$ cat config.mk
export PLATFORM = sky130hd
export DESIGN_NAME = system_reset_sequencer
export DESIGN_NICKNAME = d
export VERILOG_FILES = /design/src/rtl/system_reset_sequencer_pkg.sv /design/src/rtl/system_reset_sequencer_bit_sync.sv /design/src/rtl/system_reset_sequencer.sv
export SDC_FILE = /design/constraint.sdc
export NUM_CORES = 1
export LEC_CHECK = 0
export CORE_MARGIN = 2
export CORE_UTILIZATION = 45
export DETAILED_ROUTE_END_ITERATION = 10
export PLACE_DENSITY = 0.73
export SLEW_MARGIN = 20
export SYNTH_ARGS = -nofsm -noshare
export SYNTH_HDL_FRONTEND = slang
export SYNTH_SLANG_ARGS = --single-unit
$ cat constraint.sdc
create_clock -name clk -period 2.4 [get_ports clk]
set_input_delay 0.24 -clock clk [delete_from_list [all_inputs] [get_ports clk]]
set_output_delay 0.24 -clock clk [all_outputs]
set_load 0.03 [all_outputs]
$ cat src/rtl/system_reset_sequencer_pkg.sv
// Shared constants for the system reset sequencer: FSM state encodings,
// default timing parameters and the hold counter type.
package system_reset_sequencer_pkg;

  // Sequencer states; the numeric values are visible on seq_state.
  typedef enum logic [1:0] {
    ST_RST  = 2'd0,
    ST_WAIT = 2'd1,
    ST_RUN  = 2'd2,
    ST_HALT = 2'd3
  } seq_state_t;

  localparam int DEF_SYNC_STAGES = 2;
  localparam int DEF_RST_HOLD    = 16;
  localparam int DEF_EN_DELAY    = 8;

  // Hold/delay counter is 8 bits; both timing parameters are limited to 255.
  localparam int CNT_W = 8;
  typedef logic [CNT_W-1:0] seq_cnt_t;

  // Counter value on which a timed state is left (a stay of 'cycles' clocks).
  function automatic seq_cnt_t terminal_count(input int cycles);
    return seq_cnt_t'(cycles - 1);
  endfunction

endpackage

$ cat src/rtl/system_reset_sequencer_bit_sync.sv
// Multi-flop synchroniser for one asynchronous control bit. The chain is
// cleared by the block reset so a stale request cannot survive a reset.
module bit_sync
  import system_reset_sequencer_pkg::*;
#(
  parameter int STAGES = DEF_SYNC_STAGES
) (
  input  logic clk,
  input  logic reset,
  input  logic din,
  output logic dout
);

  logic [STAGES-1:0] sync_q;

  // Shift the asynchronous input through the flop chain.
  always_ff @(posedge clk) begin
    if (reset) begin
      sync_q <= '0;
    end else begin
      sync_q <= {sync_q[STAGES-2:0], din};
    end
  end

  assign dout = sync_q[STAGES-1];

endmodule

$ cat src/rtl/system_reset_sequencer.sv
// System reset sequencer: holds system_reset for RST_HOLD cycles after the
// last reset request, then waits EN_DELAY cycles before enabling the CPUs.
// The CPU enable from JTAG is followed directly once the sequence completes.
// Legal ranges: SYNC_STAGES 2..4, RST_HOLD 1..255, EN_DELAY 1..255.
module system_reset_sequencer
  import system_reset_sequencer_pkg::*;
#(
  parameter int SYNC_STAGES = DEF_SYNC_STAGES,
  parameter int RST_HOLD    = DEF_RST_HOLD,
  parameter int EN_DELAY    = DEF_EN_DELAY
) (
  input  logic       clk,
  input  logic       reset,
  input  logic       jtag_system_reset,
  input  logic       jtag_cpu_en,
  input  logic       ext_reset,
  output logic       system_reset,
  output logic       cpu_en,
  output logic [1:0] seq_state
);

  localparam seq_cnt_t RST_TC = terminal_count(RST_HOLD);
  localparam seq_cnt_t EN_TC  = terminal_count(EN_DELAY);

  logic rst_s;
  logic ext_s;
  logic en_s;
  logic req;

  seq_state_t state;
  seq_state_t nxt_state;
  seq_cnt_t   cnt;
  seq_cnt_t   nxt_cnt;

  bit_sync #(.STAGES(SYNC_STAGES)) u_sync_rst (
    .clk   (clk),
    .reset (reset),
    .din   (jtag_system_reset),
    .dout  (rst_s)
  );

  bit_sync #(.STAGES(SYNC_STAGES)) u_sync_ext (
    .clk   (clk),
    .reset (reset),
    .din   (ext_reset),
    .dout  (ext_s)
  );

  bit_sync #(.STAGES(SYNC_STAGES)) u_sync_en (
    .clk   (clk),
    .reset (reset),
    .din   (jtag_cpu_en),
    .dout  (en_s)
  );

  assign req = rst_s | ext_s;

  // Next-state and counter logic; any pending request restarts the hold.
  always_comb begin
    nxt_state = state;
    nxt_cnt   = cnt;
    if (req) begin
      nxt_state = ST_RST;
      nxt_cnt   = '0;
    end else begin
      unique case (state)
        ST_RST: begin
          if (cnt == RST_TC) begin
            nxt_state = ST_WAIT;
            nxt_cnt   = '0;
          end else begin
            nxt_cnt = cnt + seq_cnt_t'(1);
          end
        end
        ST_WAIT: begin
          // The enable is only looked at on the final delay cycle.
          if (cnt == EN_TC) begin
            nxt_state = en_s ? ST_RUN : ST_HALT;
            nxt_cnt   = '0;
          end else begin
            nxt_cnt = cnt + seq_cnt_t'(1);
          end
        end
        ST_RUN: begin
          if (!en_s) nxt_state = ST_HALT;
        end
        ST_HALT: begin
          if (en_s) nxt_state = ST_RUN;
        end
        default: begin
          nxt_state = ST_RST;
          nxt_cnt   = '0;
        end
      endcase
    end
  end

  // State, counter and outputs; outputs are registered from the next state
  // so they change on the same edge as seq_state and never glitch.
  always_ff @(posedge clk) begin
    if (reset) begin
      state        <= ST_RST;
      cnt          <= '0;
      system_reset <= 1'b1;
      cpu_en       <= 1'b0;
    end else begin
      state        <= nxt_state;
      cnt          <= nxt_cnt;
      system_reset <= (nxt_state == ST_RST);
      cpu_en       <= (nxt_state == ST_RUN);
    end
  end

  assign seq_state = state;

endmodule

==> results by group <==
Timing
  – Fin Setup TNS: 0 ns
  – Unrepaired setup endpoints after global routing: no
  – Maximum clock frequency: between 0.5 and 0.6 GHz
  – Final Hold Vio Count: 0
  – Final Max Slew Viols: 0
  – Final setup vio count: 0
  – Post-layout minimum cycle time: 1.85 ns
  – Max Clock Skew: 0.00134 ns
  – Fin crit share: just under 80%
  – Worst Tran Pin Value: 0.383 ns
  – Max_slew headroom: 74.4%

Synthesis
  – Number of synthesis warnings: 0
  – Primary FF master, synth: dfxtp_1
  – Commonest cells in the netlist: dfxtp_1 (18), nor2_1 (12), nor2b_1 (10)
  – EDFF count, synth: 0
  – FFs w/ async S/R, synth: 0%
  – Sequential cell area fraction in the yosys report: between 50% and 60%
  – Yosys top cell area share: 51.0%
  – Cell area after synthesis: 707 um^2
  – Cell taking the most area after synthesis: dfxtp_1
  – Main area contributors after synthesis: dfxtp_1 (51%), nor2b_1 (8.8%), nor2_1 (6.4%), xnor2_1 (5.0%), xor2_1 (5.0%)
  – Synth Register Bits: 18
  – Instance count of the mapped netlist: 69
  – Post-Syn Nets: between 70 and 80
  – Top-count cell post-synth: dfxtp_1
  – Synth unique cells: 23
  – Syn Area/Cell: 10.2 um^2

Clock tree
  – Hold buffer count at CTS: 0
  – CTS Buf Count: 3
  – H-tree depth: 1
  – Clk buf depth: 2
  – CTS tree: yes
  – Clock Pin Slew Worst Setup and Hold Paths: roughly 0.1 ns
  – Clock Latency Late Sink: 0.29 ns
  – Post-cts resize count: 0
  – Setup Fix Bufs, Post-CTS: 0
  – Root buffer cell: clkbuf_4
  – Clk sink count: 18

Route
  – Post-route DRC violation count: 0
  – Post-route ant nets: 0
  – Drt wl/cell: 10.5 um
  – Post-DR vias/cell: around 5.0
  – Drt total wl: 1010 um
  – Iter 0 DRT Violations: 5
  – TritonRoute pass-1 iters: 2
  – Vias: 478

Job
  – Max Cap Viol: 0

Finish
  – NumNets Final: 87
  – Area growth syn-to-layout: 18.6%
  – ANT cells: 0
  – Design Area, Final: 838 um^2
  – Layout cells sized above 1: 11.3%

Pwr
  – Cell area power density: 623 nW/um^2
  – Worst vdd ir: 0.381 mV
  – Total power: 0.000522 W
  – Leakage power total: roughly 0.32 nW

Worst setup path
  – Critical path startpoint category: register
  – Setup CP Type: register to output pin
  – Worst r2r src: cnt[0]$_SDFFE_PP0P_
  – Endpoint type of the worst setup path: output pin
  – Crit path arrival time: 1.61 ns
  – CP Cell Sequence: clkdlybuf4s50_1
  – Req. time, crit path: 2.16 ns
  – Critical Path Start: seq_state[1]$_SDFF_PP0_
  – CP peak stage delay: ~0.75 ns
  – CP max stage cell: clkdlybuf4s50_1
  – Crit path max fanout: 10
  – Worst path top cell family by delay: buffers and inverters
  – WP buf/inv: 1

Hold path
  – Min-Delay Path Class: register to register
  – Hold wc startpoint: u_sync_ext.sync_q[0]$_SDFF_PP0_

Floorplan
  – Top Ports: 9
  – Die ar.: roughly 1900 um^2
  – Die Y: 43.6 um
  – Initial Utilization: 47.5%
  – Chip width: 43.6 um
  – Row cnt: 14
  – Core box area: 1490 um^2

Placement
  – Cell Area, Placed: 802 um^2
  – Port-buffer cells: 8
  – GPL Wtd Cong: 0.712
  – DP HPWL: 733 um

Global routing
  – Pin count of the biggest net entering global routing: 11
  – Vias in the first global route: approximately 430
  – Grt ovf: 0
  – First-pass GRT wire length: 1830 um
  – GRT Overall Usage: 13.7%
  – Antenna violations before repair: 0

Run status
  – Outcome: finished, final reports clean
[cell families (layout without fill, tap and decap cells)]
family,count (synthesis),after routing,synth area share (%)
simple gates,34,34,28.3
fa+ha+maj,1,1,1.77
flops,18,18,51.0
xor+xnor,8,8,9.91
buf+inv,2,13,1.24
compound gates,5,5,6.37
mux,1,1,1.42
[registers in the layout, indices dropped and copies added (netlist names)]
signal,count
u_sync_rst.sync_q,2
cpu_en,1
cnt,8
u_sync_en.sync_q,2
seq_state,2
system_reset,1
u_sync_ext.sync_q,2
[cells in the final DEF (no fill, tap or decap), types with 2 or more instances in the layout]
cell type / instances
clkdlybuf4s50_1: 8
nor2_1: 12
and2_1: 3
and3_1: 2
xor2_1: 4
nor2b_1: 10
dfxtp_1: 18
xnor2_1: 4
clkbuf_4: 3
[through the flow]
stage                     instances  setup WS, ns  util, %  hold WS [ns]
after floorplan                  69         0.972        -         0.312
after global placement           92         0.752     53.9         0.422
after detailed placement         92         0.727     53.9         0.421
after CTS                        96         0.525     56.3         0.445
after global routing             96         0.463     56.3         0.465
final                            96         0.552     56.3         0.445
[worst reg2reg max path: stages, from the launching register on]
cell and delay (ns):
dfxtp_1 0.35, ha_1 0.22, nor2b_1 0.17, a311oi_1 0.37, nor2_1 0.08, o31a_1 0.24
[where the power goes]
group | internal [W] | switching [W] | total, W
registers | 0.000307 | 0.00000429 | 0.000311
clock network | 0.0000925 | 0.0000915 | 0.000184
logic | 0.0000158 | 0.0000109 | 0.0000267
[cell type report]
cell class | instances | area, um^2
inverter | 1 | 3.75
multi-input combinational | 49 | 338
tap | 16 | 20.0
timing repair buffer | 8 | 80.1
sequential | 18 | 360
fill | 122 | 651
clock buffer | 4 | 36.3
[path summary, 6_finish.rpt]
check	slack (ns)	to	cells past startpoint
max	0.55	seq_state[1]	1
min	0.45	u_sync_ext.sync_q[1]$_SDFF_PP0_	1
max reg2reg	0.89	cpu_en$_SDFF_PP0_	5
min reg2reg	0.45	u_sync_ext.sync_q[1]$_SDFF_PP0_	1
[per-layer routing]
layer | wire [um] | vias to the layer above | track usage [%] | part of all wire, %
met5 | 0 | - | 0 | 0
met4 | 47 | 0 | 12.7 | 4.7
met3 | 36 | 5 | 3.75 | 3.6
met2 | 417 | 9 | 19.1 | 41
met1 | 508 | 211 | 16.7 | 50
li1 | - | 253 | - | -
Power figures use the tool's default switching activity.
